File: src/rtl/sudoku_pkg.sv
// rtl/sudoku_pkg.sv - shared state, stage encodings and board constants for the Sudoku game sequencer
package sudoku_pkg;

    localparam int BOARD_DIM = 9;
    localparam int CELL_CNT  = 81;
    localparam logic [3:0] DIGIT_MAX = 4'd9;
    localparam logic [3:0] COORD_MAX = 4'(BOARD_DIM - 1);

    typedef enum logic [2:0] {
        ST_IDLE,
        ST_PLAY,
        ST_WRITE,
        ST_SOLVE,
        ST_SHOW
    } game_state_t;

    localparam logic [1:0] STAGE_IDLE  = 2'd0;
    localparam logic [1:0] STAGE_PLAY  = 2'd1;
    localparam logic [1:0] STAGE_SOLVE = 2'd2;
    localparam logic [1:0] STAGE_SHOW  = 2'd3;

    // WRITE is a transient sub-step of play, so the screen keeps showing the board
    function automatic logic [1:0] stage_of(input game_state_t s);
        case (s)
            ST_PLAY, ST_WRITE: stage_of = STAGE_PLAY;
            ST_SOLVE:          stage_of = STAGE_SOLVE;
            ST_SHOW:           stage_of = STAGE_SHOW;
            default:           stage_of = STAGE_IDLE;
        endcase
    endfunction

    function automatic logic [6:0] cell_index(input logic [3:0] row, input logic [3:0] col);
        cell_index = {3'b000, row} * 7'd9 + {3'b000, col};
    endfunction

endpackage

File: src/rtl/sudoku_cursor.sv
// rtl/sudoku_cursor.sv - saturating 9x9 cell cursor driven by one-cycle move pulses
module sudoku_cursor
    import sudoku_pkg::*;
(
    input  logic       clk,
    input  logic       rst,
    input  logic       en,
    input  logic       clr,
    input  logic       up,
    input  logic       down,
    input  logic       left,
    input  logic       right,
    output logic [3:0] row,
    output logic [3:0] col
);

    logic [3:0] row_q, row_d;
    logic [3:0] col_q, col_d;

    // next cursor: clear wins, opposite moves cancel, edges saturate
    always_comb begin
        row_d = row_q;
        col_d = col_q;
        if (clr) begin
            row_d = '0;
            col_d = '0;
        end else if (en) begin
            if (up && !down && row_q != 4'd0) begin
                row_d = row_q - 4'd1;
            end else if (down && !up && row_q != COORD_MAX) begin
                row_d = row_q + 4'd1;
            end
            if (left && !right && col_q != 4'd0) begin
                col_d = col_q - 4'd1;
            end else if (right && !left && col_q != COORD_MAX) begin
                col_d = col_q + 4'd1;
            end
        end
    end

    // cursor registers
    always_ff @(posedge clk or posedge rst) begin
        if (rst) begin
            row_q <= '0;
            col_q <= '0;
        end else begin
            row_q <= row_d;
            col_q <= col_d;
        end
    end

    assign row = row_q;
    assign col = col_q;

endmodule

File: src/rtl/sudoku_game_ctrl.sv
// rtl/sudoku_game_ctrl.sv - game sequencer (cursor, solver writes, check launch, timeout under SOLVE_TIMEOUT_EN)
module sudoku_game_ctrl
    import sudoku_pkg::*;
#(
    parameter int TIMEOUT_CYCLES = 100_000_000
) (
    input  logic                clk,
    input  logic                rst,
    input  logic                ev_start,
    input  logic                ev_enter,
    input  logic                ev_up,
    input  logic                ev_down,
    input  logic                ev_left,
    input  logic                ev_right,
    input  logic                digit_valid,
    input  logic [3:0]          digit,
    input  logic [CELL_CNT-1:0] init_blank,
    input  logic                sol_done,
    input  logic                sol_valid,
    output logic [3:0]          cursor_row,
    output logic [3:0]          cursor_col,
    output logic                sol_read,
    output logic [3:0]          sol_row,
    output logic [3:0]          sol_col,
    output logic [3:0]          sol_data,
    output logic                sol_start,
    output logic [1:0]          stage,
    output logic                result_ok,
    output logic                timed_out
);

    game_state_t state_q, state_d;
    logic [1:0]  stage_q, stage_d;
    logic [3:0]  sol_row_q, sol_row_d;
    logic [3:0]  sol_col_q, sol_col_d;
    logic [3:0]  sol_data_q, sol_data_d;
    logic        sol_read_q, sol_read_d;
    logic        sol_start_q, sol_start_d;
    logic        result_ok_q, result_ok_d;
    logic        move_en;
    logic        digit_ok;
    logic        expire;

    assign digit_ok = digit_valid && (digit <= DIGIT_MAX)
                      && init_blank[cell_index(cursor_row, cursor_col)];

    // next state, write latch, strobes and verdict
    always_comb begin
        state_d     = state_q;
        sol_row_d   = sol_row_q;
        sol_col_d   = sol_col_q;
        sol_data_d  = sol_data_q;
        sol_read_d  = 1'b0;
        sol_start_d = 1'b0;
        result_ok_d = result_ok_q;
        move_en     = 1'b0;
        case (state_q)
            ST_IDLE: begin
                if (ev_start) state_d = ST_PLAY;
            end
            ST_PLAY: begin
                if (ev_start) begin
                    // launch wins; any digit or move in the same cycle is dropped
                    state_d     = ST_SOLVE;
                    sol_start_d = 1'b1;
                end else begin
                    move_en = 1'b1;
                    if (digit_ok) begin
                        // latch the pre-move position; the cursor moves in parallel
                        state_d    = ST_WRITE;
                        sol_row_d  = cursor_row;
                        sol_col_d  = cursor_col;
                        sol_data_d = digit;
                        sol_read_d = 1'b1;
                    end
                end
            end
            ST_WRITE: begin
                state_d = ST_PLAY;
            end
            ST_SOLVE: begin
                if (sol_done) begin
                    state_d     = ST_SHOW;
                    result_ok_d = sol_valid;
                end else if (expire) begin
                    state_d     = ST_SHOW;
                    result_ok_d = 1'b0;
                end
            end
            ST_SHOW: begin
                if (ev_start) begin
                    state_d = ST_IDLE;
                end else if (ev_enter) begin
                    state_d = ST_PLAY;
                end
            end
            default: begin
                state_d = ST_IDLE;
            end
        endcase
        if (state_d == ST_IDLE) result_ok_d = 1'b0;
    end

    assign stage_d = stage_of(state_d);

    // state and registered outputs
    always_ff @(posedge clk or posedge rst) begin
        if (rst) begin
            state_q     <= ST_IDLE;
            stage_q     <= STAGE_IDLE;
            sol_row_q   <= '0;
            sol_col_q   <= '0;
            sol_data_q  <= '0;
            sol_read_q  <= 1'b0;
            sol_start_q <= 1'b0;
            result_ok_q <= 1'b0;
        end else begin
            state_q     <= state_d;
            stage_q     <= stage_d;
            sol_row_q   <= sol_row_d;
            sol_col_q   <= sol_col_d;
            sol_data_q  <= sol_data_d;
            sol_read_q  <= sol_read_d;
            sol_start_q <= sol_start_d;
            result_ok_q <= result_ok_d;
        end
    end

`ifdef SOLVE_TIMEOUT_EN
    localparam int CNT_W = ($clog2(TIMEOUT_CYCLES) > 0) ? $clog2(TIMEOUT_CYCLES) : 1;
    localparam logic [CNT_W-1:0] CNT_LAST = CNT_W'(TIMEOUT_CYCLES - 1);

    logic [CNT_W-1:0] cnt_q, cnt_d;
    logic             timed_out_q, timed_out_d;

    assign expire = (state_q == ST_SOLVE) && (cnt_q == CNT_LAST);

    // counter only runs inside SOLVE so each check starts from zero
    always_comb begin
        cnt_d       = (state_q == ST_SOLVE) ? cnt_q + 1'b1 : '0;
        timed_out_d = timed_out_q;
        if (state_d == ST_IDLE) begin
            timed_out_d = 1'b0;
        end else if (state_q == ST_SOLVE && state_d == ST_SHOW) begin
            timed_out_d = !sol_done;
        end
    end

    // timeout counter and flag registers
    always_ff @(posedge clk or posedge rst) begin
        if (rst) begin
            cnt_q       <= '0;
            timed_out_q <= 1'b0;
        end else begin
            cnt_q       <= cnt_d;
            timed_out_q <= timed_out_d;
        end
    end

    assign timed_out = timed_out_q;
`else
    assign expire    = 1'b0;
    assign timed_out = 1'b0;
`endif

    sudoku_cursor u_cursor (
        .clk   (clk),
        .rst   (rst),
        .en    (move_en),
        .clr   (state_d == ST_IDLE),
        .up    (ev_up),
        .down  (ev_down),
        .left  (ev_left),
        .right (ev_right),
        .row   (cursor_row),
        .col   (cursor_col)
    );

    assign stage     = stage_q;
    assign sol_read  = sol_read_q;
    assign sol_row   = sol_row_q;
    assign sol_col   = sol_col_q;
    assign sol_data  = sol_data_q;
    assign sol_start = sol_start_q;
    assign result_ok = result_ok_q;

endmodule

File: config.mk
export PLATFORM = sky130hd
export DESIGN_NAME = sudoku_game_ctrl
export DESIGN_NICKNAME = d
export VERILOG_FILES = /design/src/rtl/sudoku_pkg.sv /design/src/rtl/sudoku_cursor.sv /design/src/rtl/sudoku_game_ctrl.sv
export SDC_FILE = /design/constraint.sdc
export NUM_CORES = 1
export LEC_CHECK = 0
export CAP_MARGIN = 20
export CORE_MARGIN = 3
export CORE_UTILIZATION = 42
export CTS_CLUSTER_SIZE = 14
export DETAILED_ROUTE_END_ITERATION = 10
export PLACE_DENSITY = 0.82
export SKIP_CTS_REPAIR_TIMING = 1
export SLEW_MARGIN = 20
export SYNTH_ARGS = -nofsm -noshare
export SYNTH_HDL_FRONTEND = slang
export SYNTH_SLANG_ARGS = --single-unit
File: constraint.sdc
create_clock -name clk -period 4.91 [get_ports clk]
set_clock_uncertainty 0.1 [all_clocks]
set_input_delay 0.7365 -clock clk [delete_from_list [all_inputs] [get_ports clk]]
set_output_delay 0.7365 -clock clk [all_outputs]
set_load 0.05 [all_outputs]
# After elaboration in Yosys (flattened, before gate mapping)
# Cells that the tools add are included.
# Widths: inputs -> output; s select.
[totals]
reg_bits = 28
out_inout_bits = 26
word_cells = 85
[op_classes]
add_sub_neg = 5
multipliers = 1
order_cmp = 2
eq_ne = 10
muxes = 28
bitwise = 1
reduce_logical = 28
[op_table]
columns = ["op", "count"]
rows = [
  ["$mux 4", 8],
  ["$mux 3", 6],
  ["$pmux 3 s5", 1],
  ["$eq 3x2->1 const B", 4],
  ["$mux 1", 11],
  ["$logic_and 1x1->1", 10],
  ["$add 4x1->4 const B", 2],
  ["$lt 7x8->1 const B", 1],
  ["$ne 4x4->1 const B", 2],
  ["$reduce_bool 4->1", 2],
  ["$sub 4x1->4 const B", 2],
  ["$add 7x4->7", 1],
  ["$bmux 1 s7", 1],
  ["$mul 4x4->7 const B", 1],
  ["$eq 3x1->1 const B", 2],
  ["$eq 3x3->1 const B", 2],
  ["$logic_not 3->1", 2],
  ["$pmux 2 s3", 1],
  ["$reduce_and 2->1", 3],
  ["$reduce_bool 2->1", 3],
  ["$reduce_bool 3->1", 2],
  ["$le 4x4->1 const B", 1],
  ["$logic_not 1->1", 4],
  ["$reduce_and 3->1", 1],
  ["2 further kinds", 2],
]

# Depth between registers and ports, before layout
[logic_depth]
word_depth = 11
depth_mapped = 12
ltp_nobuf = 10

# By module
# From an unflattened synthesis, not the netlist that was laid out.
[hier_totals]
cells_unflattened = 232
area_unflattened_um2 = 2617.5
[modules_own_cells]
columns = ["module", "n_inst", "cells_per_inst", "area_each_um2", "seq_area_each_um2"]
rows = [
  ["sudoku_game_ctrl", 1, 154, 1894.3, 500.5],
  ["sudoku_cursor", 1, 78, 723.2, 200.2],
]

# Worst setup path before layout
# Ideal clock, no wire load.
[synth_path]
kind = "reg-to-reg"
from = "register u_cursor.row_q[1] (netlist: u_cursor.row[1])"
to = "register sol_row_q[0] (netlist: sol_row[0])"
setup_time_ns = 0.125
arrival_time_ns = 3.511
required_time_ns = 4.685
slack_ns = 1.174
stages_incl_launch_ff = 13
path_buffers = 2
synth_period_minus_slack_ns = 3.736
cell_sequence = "dfrtp_1 > ha_1 > ha_1 > fa_1 > xor2_1 > buf_6 > mux2i_1 > mux2i_1 > mux2_2 > and3_4 > o211ai_4 > buf_12 > mux2_4"
[synth_between]
elab_chain_cells = 6
[synth_rtl]
columns = ["element", "line_no", "text"]
rows = [
  ["start, declared", "sudoku_cursor.sv:17", "logic [3:0] row_q, row_d;"],
  ["start signal, assigned", "sudoku_cursor.sv:47", "row_q <= row_d;"],
  ["$mul 4x4->7", "sudoku_pkg.sv:33", "cell_index = {3'b000, row} * 7'd9 + {3'b000, col};"],
  ["$add 7x4->7", "sudoku_pkg.sv:33", ""],
  ["$bmux 1 s7", "sudoku_game_ctrl.sv:45", "&& init_blank[cell_index(cursor_row, cursor_col)];"],
  ["$mux 1 (not written as such)", "sudoku_game_ctrl.sv:45", ""],
  ["$logic_and 1x1->1", "sudoku_game_ctrl.sv:45", ""],
  ["$reduce_and 3->1 (no line)", "-", ""],
  ["end signal, assigned", "sudoku_game_ctrl.sv:120", "sol_row_q <= sol_row_d;"],
  ["end, declared", "sudoku_game_ctrl.sv:34", "logic [3:0] sol_row_q, sol_row_d;"],
]
# No other way between the ends. The select of a mux whose other input is x is not followed.
# A chain may end at the register's enable or synchronous reset.

# Final worst setup path
[layout_path]
from = "register u_cursor.row_q[0] (netlist: u_cursor.row[0])"
to = "register sol_data_q[3] (netlist: sol_data[3])"
[layout_between]
elab_chain_cells = 6
[layout_rtl]
columns = ["element", "line_no", "text"]
rows = [
  ["$mul 4x4->7", "sudoku_pkg.sv:33", ""],
  ["$add 7x4->7", "sudoku_pkg.sv:33", ""],
  ["$bmux 1 s7", "sudoku_game_ctrl.sv:45", ""],
  ["$mux 1 (not written as such)", "sudoku_game_ctrl.sv:45", ""],
  ["$logic_and 1x1->1", "sudoku_game_ctrl.sv:45", ""],
  ["$reduce_and 3->1 (no line)", "-", ""],
  ["end signal, assigned", "sudoku_game_ctrl.sv:122", "sol_data_q <= sol_data_d;"],
  ["end, declared", "sudoku_game_ctrl.sv:36", "logic [3:0] sol_data_q, sol_data_d;"],
]
# No other way between the ends. The select of a mux whose other input is x is not followed.

==> impl_metrics.ini <==
[synth]
synth_compound_area_share_pct = 12.6
ys.warnings.count = 0
yosysUniqueCellTypes = 49
synth_top_family_by_area = multiplexers
synth-async-reset-ratio_pct = 100
synth_mux_area_share_pct = 32.8
synth_fa_ha_area_share_pct = 9.75
syn_inst = 213
ys_ff_latch = 28
synth.avg_cell_area_sq_um = 11.9
syn_area_sq_um = 2540
synth_xor_area_share_pct = 3.10
synth_flop_cell = dfrtp_1
syn_nets = 327
synthSimpleGateAreaFrac_pct = 9.41
yosysSeqAreaShare_pct = 27.6
synth-edff-count = 0

[placement]
port_buffers = 120
hpwl_um = 5490
globalplace.congestion = 0.818

[floorplanning]
die_area_sq_um = 7020
io_pins = 122
core_area_sq_um = 5680
die_height_um = 83.8
initial_utilization_pct = 44.8
die_w_um = 83.8
rows = 27

[timing]
tightest_slew_ns = 1.02
hold_viol = 0
period_share_pct = 81.6
drv_slew = 0
rsz0062_at_grt = no
timing.setup.tns_ns = 0
setup_violations = 0
max_freq_mhz = 250
slew_headroom_pct = 32.0
min_period_ns = 4.00

[layout]
syn_to_final_growth_pct = 50.9
layout.nets = 443
layout-drive-gt1-share_pct = 10.7
final_common_cell = clkdlybuf4s50_1
layout_common_cells = 120 x clkdlybuf4s50_1, 28 x dfrtp_1, 15 x mux2i_1, 15 x ha_1, 14 x a21oi_1
diodes = 0

[clock_tree]
clk_path_buf_depth = 2
clk_latency_ns = 0.27
htreeDepth = 1
clock_sinks = 28
cts_tree = built
cts-root-buf = clkbuf_8
clk_pin_slew_ns = 0.09
cts_buffers = 3

[route]
routed_wl_um = 6480
wl_per_cell_um = 16.2
drt_first_pass_iters = 4
drcViolationCount = 0
drtAntennaViolNets = 0
dr.first_iter.drc_count = 114
vias = 2229
vias_per_cell = 5.57

[grt]
grt-ovfl-total = 0
grt_max_degree = 29
grt_first_pass_wirelength_um = 10200
grt_pass1_vias = 2232
grt_antenna_before_repair = 0
grt_use_total_pct = 17.6

[worst_setup_path]
cp.arrival_ns = 4.05
crit_path_end_kind = register
crit_type = reg -> reg
critPathLaunchType = register
crit_path_max_fanout = 21
crit_required_ns = 4.96

[pwr]
ir_worst_vdd_mv = 0.368
p_leak_uw = 0.00165
power_uw = 2210
cellPowerDensity_nw_per_um2 = 578

[hold_path]
hold_path.class = reg -> reg

[run]
max_cap_viol_count = 0

[outcome]
status = finished clean
state kept, by name, indices dropped and copies added, names as in the netlist:
register      flops
sol_col           4
sol_data          4
sol_row           4
u_cursor.col      4
u_cursor.row      4
state_q           3
stage             2
result_ok         1
sol_read          1
sol_start         1
critical path: stages, from the launching register on:
cell and delay [ns]:
dfrtp_1 0.50, ha_1 1.02, mux4_1 0.66, mux2i_1 0.15, mux2i_1 0.08, mux2_2 0.28, and3_4 0.17, o211ai_4 0.51
mux2_2 0.41
where the power goes:
part | switching [uW] | internal, uW | leakage (uW)
logic | 848 | 796 | 0.00125
clock network | 66.3 | 71.5 | 0.0000288
registers | 114 | 318 | 0.000368
total | 1030 | 1190 | 0.00165
final timing paths:
path | startpoint | endpoint | slack, ns | cells after the start
setup / recovery | u_cursor.row[0] | sol_data[3] | 0.91 | 8
hold / removal | sol_row[1] | sol_row[1] | 0.43 | 1
setup reg to reg | u_cursor.row[0] | sol_data[3] | 0.91 | 8
hold reg to reg | sol_row[1] | sol_row[1] | 0.43 | 1
max in group asynchronous | rst | sol_data[1] | 3.68 | 3
min in group asynchronous | rst | sol_start | 0.63 | 2
metal layers:
layer  part of all wire (%)  GRT usage, %
met5                      0             0
met4                    1.0          2.92
met3                    7.3          3.95
met2                     50          31.4
met1                     42          21.9
Yosys cell counts (all sizes together), types with 3 or more instances:
cell type	count	area share [%]
a21o	3	0.89
a21oi	14	2.8
buf	8	3.0
clkbuf	3	0.44
dfrtp	28	28
fa	3	2.4
ha	15	7.4
inv	8	1.2
mux2	14	7.5
mux2i	15	5.9
mux4	20	19
nand2	3	0.44
nand2b	6	1.5
nor2	12	1.8
nor3	4	0.99
nor3b	4	1.2
o21ai	11	2.2
xnor2	3	1.0
xor2	6	2.1
layout make-up:
type                            count  area [sq um]
Clock buffer                        4          55.1
Fill cell                         447          1840
Inverter                            8          30.0
Multi-Input combinational cell    166          1720
Sequential cell                    28           701
Tap cell                           72          90.1
Timing Repair Buffer              122          1240
cells by family after synthesis:
group / count (synthesis)
AOI/OAI and AO/OA: 47
xor gates and xnor gates: 9
adders and majority gates: 18
buffers and inverters: 19
DFF: 28
muxes: 49
other: 1
and+or+nand+nor: 42
through the flow:
step	setup slack [ns]	hold slack (ns)	cells	cell area, sq um	util (%)
floorplan	1.17	0.441	213	2540	-
global placement	0.938	0.392	395	3750	66.1
detailed placement	0.844	0.404	395	3750	66.1
CTS	0.838	0.425	399	3810	67.1
global route	0.610	0.443	400	3830	67.5
finish	0.905	0.428	400	3830	67.5
Power figures use the tool's default switching activity.
